`src/rtl/led_pattern_gen.sv`:
```
// LED pattern generator: rotate-left, rotate-right, ping-pong and fill/drain patterns
// advanced by a programmable tick divider on a single clock domain.
module led_pattern_gen #(
    parameter int unsigned N_LED    = 8,
    parameter int unsigned TICK_DIV = 1_000_000
) (
    input  logic             clk1MHz,
    input  logic             rst,
    input  logic [1:0]       mode,
    input  logic [1:0]       speed,
    input  logic             pause,
    output logic [N_LED-1:0] led,
    output logic             step
);

    localparam int unsigned CntW = $clog2(TICK_DIV);
    localparam logic [N_LED-1:0] LedOne = {{(N_LED-1){1'b0}}, 1'b1};

    typedef enum logic {StUp, StDown} pp_state_e;
    typedef enum logic {PhFill, PhDrain} fd_phase_e;

    logic [1:0]       mode_q, mode_d;
    logic [N_LED-1:0] led_q, led_d;
    logic             step_q, step_d;
    logic [CntW-1:0]  cnt_q, cnt_d;
    pp_state_e        pp_q, pp_d;
    fd_phase_e        fd_q, fd_d;

    logic [31:0]      limit;
    logic             tick_hit;
    logic [N_LED-1:0] init_pat;
    logic [N_LED-1:0] rot_l, rot_r, fill_v, drain_v;

    // ">=" so that raising speed past the current count fires a tick instead of wrapping.
    assign limit    = TICK_DIV >> speed;
    assign tick_hit = (32'(cnt_q) >= (limit - 32'd1));

    assign init_pat = (mode == 2'b11) ? '0 : LedOne;

    assign rot_l   = {led_q[N_LED-2:0], led_q[N_LED-1]};
    assign rot_r   = {led_q[0], led_q[N_LED-1:1]};
    assign fill_v  = {led_q[N_LED-2:0], 1'b1};
    assign drain_v = led_q >> 1;

    always_comb begin
        mode_d = mode_q;
        led_d  = led_q;
        step_d = 1'b0;
        cnt_d  = cnt_q;
        pp_d   = pp_q;
        fd_d   = fd_q;

        if (mode != mode_q) begin
            mode_d = mode;
            led_d  = init_pat;
            cnt_d  = '0;
            pp_d   = StUp;
            fd_d   = PhFill;
        end else if (!pause) begin
            if (tick_hit) begin
                cnt_d  = '0;
                step_d = 1'b1;
                case (mode_q)
                    2'b00: led_d = rot_l;
                    2'b01: led_d = rot_r;
                    2'b10: begin
                        if (pp_q == StUp) begin
                            if (led_q[N_LED-1]) begin
                                pp_d  = StDown;
                                led_d = led_q >> 1;
                            end else begin
                                led_d = led_q << 1;
                            end
                        end else begin
                            if (led_q[0]) begin
                                pp_d  = StUp;
                                led_d = led_q << 1;
                            end else begin
                                led_d = led_q >> 1;
                            end
                        end
                    end
                    2'b11: begin
                        if (fd_q == PhFill) begin
                            led_d = fill_v;
                            if (&fill_v) fd_d = PhDrain;
                        end else begin
                            led_d = drain_v;
                            if (drain_v == '0) fd_d = PhFill;
                        end
                    end
                    default: led_d = led_q;
                endcase
            end else begin
                cnt_d = cnt_q + CntW'(1);
            end
        end
    end

    always_ff @(posedge clk1MHz) begin
        if (rst) begin
            mode_q <= mode;
            led_q  <= init_pat;
            step_q <= 1'b0;
            cnt_q  <= '0;
            pp_q   <= StUp;
            fd_q   <= PhFill;
        end else begin
            mode_q <= mode_d;
            led_q  <= led_d;
            step_q <= step_d;
            cnt_q  <= cnt_d;
            pp_q   <= pp_d;
            fd_q   <= fd_d;
        end
    end

    assign led  = led_q;
    assign step = step_q;

endmodule

```
`config.mk`:
```
export PLATFORM = sky130hd
export DESIGN_NAME = led_pattern_gen
export DESIGN_NICKNAME = d
export VERILOG_FILES = /design/src/rtl/led_pattern_gen.sv
export SDC_FILE = /design/constraint.sdc
export NUM_CORES = 1
export LEC_CHECK = 0
export ABC_AREA = 1
export CAP_MARGIN = 40
export CORE_ASPECT_RATIO = 1.25
export CORE_MARGIN = 10
export CORE_UTILIZATION = 61
export CTS_BUF_LIST = sky130_fd_sc_hd__clkbuf_4 sky130_fd_sc_hd__clkbuf_8
export DETAILED_ROUTE_END_ITERATION = 12
export GPL_TIMING_DRIVEN = 1
export MAX_ROUTING_LAYER = met4
export PLACE_DENSITY_LB_ADDON = 0.3
export REMOVE_ABC_BUFFERS = 1
export SYNTH_ARGS = -nofsm -noshare
export SYNTH_HDL_FRONTEND = slang
export SYNTH_SLANG_ARGS = --single-unit
```
`constraint.sdc`:
```
create_clock -name clk1MHz -period 3 [get_ports clk1MHz]
set_input_delay 0.45 -clock clk1MHz [delete_from_list [all_inputs] [get_ports clk1MHz]]
set_output_delay 0.45 -clock clk1MHz [all_outputs]
set_load 0.005 [all_outputs]
```
Yosys cells after proc, flatten, opt, wreduce, memory -nomap -nowiden --
Cells that the tools add are included.
Cells by class: equality and inequality tests 6, shift-type cells 1, order comparisons 1, bitwise gates (word level) 1, multiplexer cells 20, reduce and logical (&&, ||, !) cells 10, add/subtract/negate cells 2
Operators with widths (number):
- $mux W8 | 8
- $ge A20 B32 Y1 | 1
- $pmux W8 S4 | 1
- $shr A20 B2 Y32 const A | 1
- $sub A32 B1 Y32 const B | 1
- $add A20 B1 Y20 const B | 1
- $mux W20 | 1
- $logic_not A8 Y1 | 1
- $mux W1 | 8
- $reduce_and A7 Y1 | 1
- $eq A2 B2 Y1 const B | 3
- $reduce_and A3 Y1 | 2
- $mux W2 | 2
- $ne A3 B2 Y1 const B | 1
- $reduce_bool A3 Y1 | 1
- $reduce_or A3 Y1 | 1
- $eq A2 B1 Y1 const B | 1
- $logic_not A2 Y1 | 1
- $ne A2 B2 Y1 | 1
- $reduce_and A2 Y1 | 1
- $reduce_bool A2 Y1 | 1
- $reduce_or A2 Y1 | 1
- $not A1 Y1 | 1
Storage, ports and cells: output and inout bits 9, input bits 7, register bits 33, word-level logic and storage cells 47

Logic depth before layout (Yosys ltp) --
depth after elaboration 7, depth in mapped cells 17, gate-level depth less buffers 17

Least setup slack after synthesis --
No wires, ideal clock.
kind input to register, start point input speed[0], end point register led_q[0] (netlist: led[0]) (enable), setup time 302 ps, path buffers 1, setup slack 651 ps, arrival 2047 ps, required time 2698 ps, cell stages on the path 16, cells stage by stage inv_1 > ha_1 > inv_1 > ha_1 > ha_1 > nand2_1 > nor2_1 > nand2_1 > nand2_1 > nand2_1 > nand2_1 > nand2_2 > nand2_4 > nand2_4 > nand2_8 > buf_8
On the way: cells in the longest elaborated chain, start to end 5
RTL lines:
- start: declaration | line 10 | input logic [1:0] speed,
- $shr A20 B2 Y32 | line 35 | assign limit = TICK_DIV >> speed;
- $sub A32 B1 Y32 | line 36 | assign tick_hit = (32'(cnt_q) >= (limit - 32'd1));
- $ge A20 B32 Y1 | line 36
- $reduce_bool A3 Y1 (no line)
- $reduce_and A2 Y1 (no line)
- end signal: assignment | line 103 | led_q <= init_pat;
- end signal: assignment | line 110 | led_q <= led_d;
- end: declaration | line 23 | logic [N_LED-1:0] led_q, led_d;
No other way between the ends. A chain may end at the register's enable or synchronous reset.

Worst setup path in the final report --
start point input speed[1], end point register cnt_q[17]
On the way: cells in the longest elaborated chain, start to end 4
RTL lines:
- $shr A20 B2 Y32 | line 35
- $sub A32 B1 Y32 | line 36
- $ge A20 B32 Y1 | line 36
- $mux W20 | line 60 | if (tick_hit) begin
- end signal: assignment | line 112 | cnt_q <= cnt_d;
- end: declaration | line 25 | logic [CntW-1:0] cnt_q, cnt_d;
No other way between the ends.

==> summary.md <==
| Metric | Value |
|---|---|
| Status | `finished, final reports clean` |
| Count of final setup violators | `0` |
| Worst r2r dst | `cnt_q[17]` |
| Yosys warns | `0` |
| GPL Wtd Cong | `0.856` |
| R2R Setup Slk | `around 970 ps` |
| Die extent in x | `75.5 microns` |
| Layer with the highest usage | `met2` |
| Syn_area_per_cell | `7.63 sq um` |
| # Post-CTS Setup Buffers | `0` |
| DRC | `0` |
| H-tree Lvls | `2` |
| RSZ-0062 raised after global routing | `no` |
| Height of the die | `just under 90 microns` |
| Pleak | `1.18 nW` |
| Worst R2R Start | `cnt_q[6]` |
| Peak VDD IR | `roughly 0.28 mV` |
| Via density | `around 5.5` |
| Clock Skew | `around 3.9 ps` |
| Resize count post-CTS | `0` |
| CTS tree | `done` |
| Initial Utilization | `62.6%` |
| Largest net degree at the start of global routing | `19` |
| Worst r2r path cells | `13` |
| Cell count after synthesis | `308` |
| Total die area | `between 6000 and 7000 sq um` |
| GRT met3 Usage | `2.33%` |
| Worst Setup End Kind | `flop` |
| FF+latch count, synth | `33` |
| Mean routed wirelength per cell | `13.3 microns` |
| ANT nets after route | `0` |
| Final Hold Viols | `0` |
| Setup WS pre-CTS | `-14.1 ps` |
| Drt pass-1 iters | `4` |
| Clock Tree Buf Depth | `2` |
| Clk root buf | `clkbuf_8` |
| Worst hold path type | `reg -> reg` |
| Ant diodes | `0` |
| TritonCTS Sinks | `33` |
| GR Util met1 | `between 10% and 20%` |
| Placed Cells | `363` |
| Setup crit end | `cnt_q[17]` |
| GR met2 Demand/Resource | `29.6%` |
| Max Cap Violations | `0` |
| Vias | `2030` |
| Initial DRC Count | `102` |
| Final WL | `4920 microns` |
| Total GRT Usage | `16.2%` |
| Ratio of cells with drive above 1 in the final layout | `about an eighth` |
| Cell Area, Synth | `between 2000 and 2500 sq um` |
| Setup crit start | `speed[1]` |
| Layout fillers | `between 300 and 400` |
| DP HPWL | `just under 4000 microns` |
| Num ports | `16` |
| First-pass GRT wire length | `8370 microns` |
| Power per Cell Area | `395 nW/um^2` |
| Port Buf Inserts | `15` |
| Post-CTS Hold Buffers | `0` |
| Pins over their slew limit | `0` |
| GR Overflow Total | `0` |
| Fin cells | `approximately 370` |
| Vias in the first global route | `just under 2000` |
| Initial antenna violation count | `0` |
| Period utilisation layout | `90.5%` |
| Arr. time, crit path | `2920 ps` |
| Seq/Total Area, Yosys | `32.4%` |
| Worst Slack Setup Final | `284 ps` |
| Core area | `3750 sq um` |
| Syn-to-layout area delta | `13.1%` |
| Max Freq | `368 MHz` |
| Max Fanout on Critical Path | `18` |
| Layout net count | `363` |
| Startpoint Class | `primary input` |
| Worst-path clk slew | `70 ps` |
| Clk_lat worst skew | `approximately 280 ps` |
| Clock buffer count from CTS | `5` |
| Netlist cell types | `39` |
| Row Count | `25` |
| Worst hold slack | `~500 ps` |
| Min Clock Period, post-route | `roughly 2700 ps` |
| Critical path required time | `3210 ps` |
| Critical Setup Path Class | `in -> reg` |
per-stage QoR:
stage | TNS (ps) | util, % | total power [mW] | cell area, sq um
after floorplan | 0 | - | 0.585 | 2310
after global placement | 0 | 67.9 | 0.650 | 2550
after detailed placement | -14.1 | 67.9 | 0.654 | 2550
after CTS | 0 | 70.8 | 1.06 | 2660
after global routing | 0 | 70.8 | 1.10 | 2660
final | 0 | 70.8 | 1.05 | 2660
cells by family (layout without fill, tap and decap cells):
family                     count (synthesis)  count (layout)  synth area share [%]
and+or+nand+nor                          152             152                  31.8
buffers and inverters                     50              73                  9.21
xor gates and xnor gates                   9               9                  3.35
AOI/OAI and AO/OA                         37              37                  9.31
DFF                                       33              33                  32.4
other                                      1               1                 0.160
adders and majority gates                 26              26                  13.8
synthesized netlist by cell type, drive strengths merged:
master	n	share of area (%)
o21bai	2	0.64
o211ai	1	0.32
ha	26	14
nand3b	1	0.32
o221ai	1	0.37
edfxtp	10	13
a21oi	21	4.6
o21ai	7	1.5
inv	47	7.6
a31o	1	0.37
nor4	1	0.27
nor3	10	3.0
conb	1	0.16
nor2	42	7.9
a32oi	1	0.37
dfxtp	23	20
a31oi	1	0.27
xor2	6	2.2
a211oi	1	0.53
buf	3	1.6
nand2	72	13
xnor2	3	1.1
or2	4	1.1
o31ai	1	0.32
nand4	8	2.8
nand3	14	3.0
registers in the layout, summed over array words and instances (netlist names):
signal  count
mode_q      2
pp_q        1
cnt_q      20
led         8
fd_q        1
step        1
layout by cell type, fill, tap and decap left out, drive strengths merged, types with 3 or more instances in the layout:
master,Yosys,final
nand3,14,14
clkdlybuf4s50,0,15
xnor2,3,3
nor3,10,10
or2,4,4
ha,26,26
inv,47,47
o21ai,7,7
clkbuf,0,6
xor2,6,6
edfxtp,10,10
nand2,72,72
dfxtp,23,23
nor2,42,42
buf,3,3
nand4,8,8
a21oi,21,21
final cells by class:
| class | count | area (sq um) | share of cell area (%) |
|---|---|---|---|
| clock inverter | 2 | 33.8 | 1.27 |
| multi-input combinational | 225 | 1370 | 51.7 |
| sequential | 33 | 761 | 28.6 |
| timing repair buffer | 18 | 185 | 6.96 |
| clock buffer | 6 | 76.3 | 2.87 |
| tap | 40 | 50.0 | 1.88 |
| inverter | 47 | 179 | 6.73 |
layer usage:
metal,part of all wire [%],vias to the layer above
met3,3.9,17
li1,-,1047
met5,0,-
met2,53,56
met1,40,910
met4,3.4,0
where the power goes:
part | leakage, nW | switching [mW] | internal, mW
combinational | 0.823 | 0.0820 | 0.0635
clock | 0.0563 | 0.153 | 0.254
sequential | 0.296 | 0.0192 | 0.478
total | 1.18 | 0.254 | 0.796
worst min-delay path by stage:
stage / startpoint / end / depth (start not counted) / slack (ps)
detailed placement: cnt_q[0] / cnt_q[0] / 2 / 490
finish: cnt_q[0] / cnt_q[0] / 2 / 490
global route: cnt_q[0] / cnt_q[0] / 2 / 530
global placement: cnt_q[1] / cnt_q[1] / 2 / 480
CTS: cnt_q[0] / cnt_q[0] / 2 / 500
floorplan: cnt_q[1] / cnt_q[1] / 2 / 460
worst max-delay path: stages:
cell,delay [ps]
clkdlybuf4s50_1,590
inv_1,120
ha_1,200
inv_1,110
ha_1,260
nand2_1,80
nand2_1,50
nand2_1,60
nand2_1,50
a21oi_1,160
nand2_1,90
nand2_2,90
nand2_4,70
nand2_4,110
nand2_8,120
buf_12,170
a21oi_1,140
No activity file was read; power rests on OpenSTA's default activity.
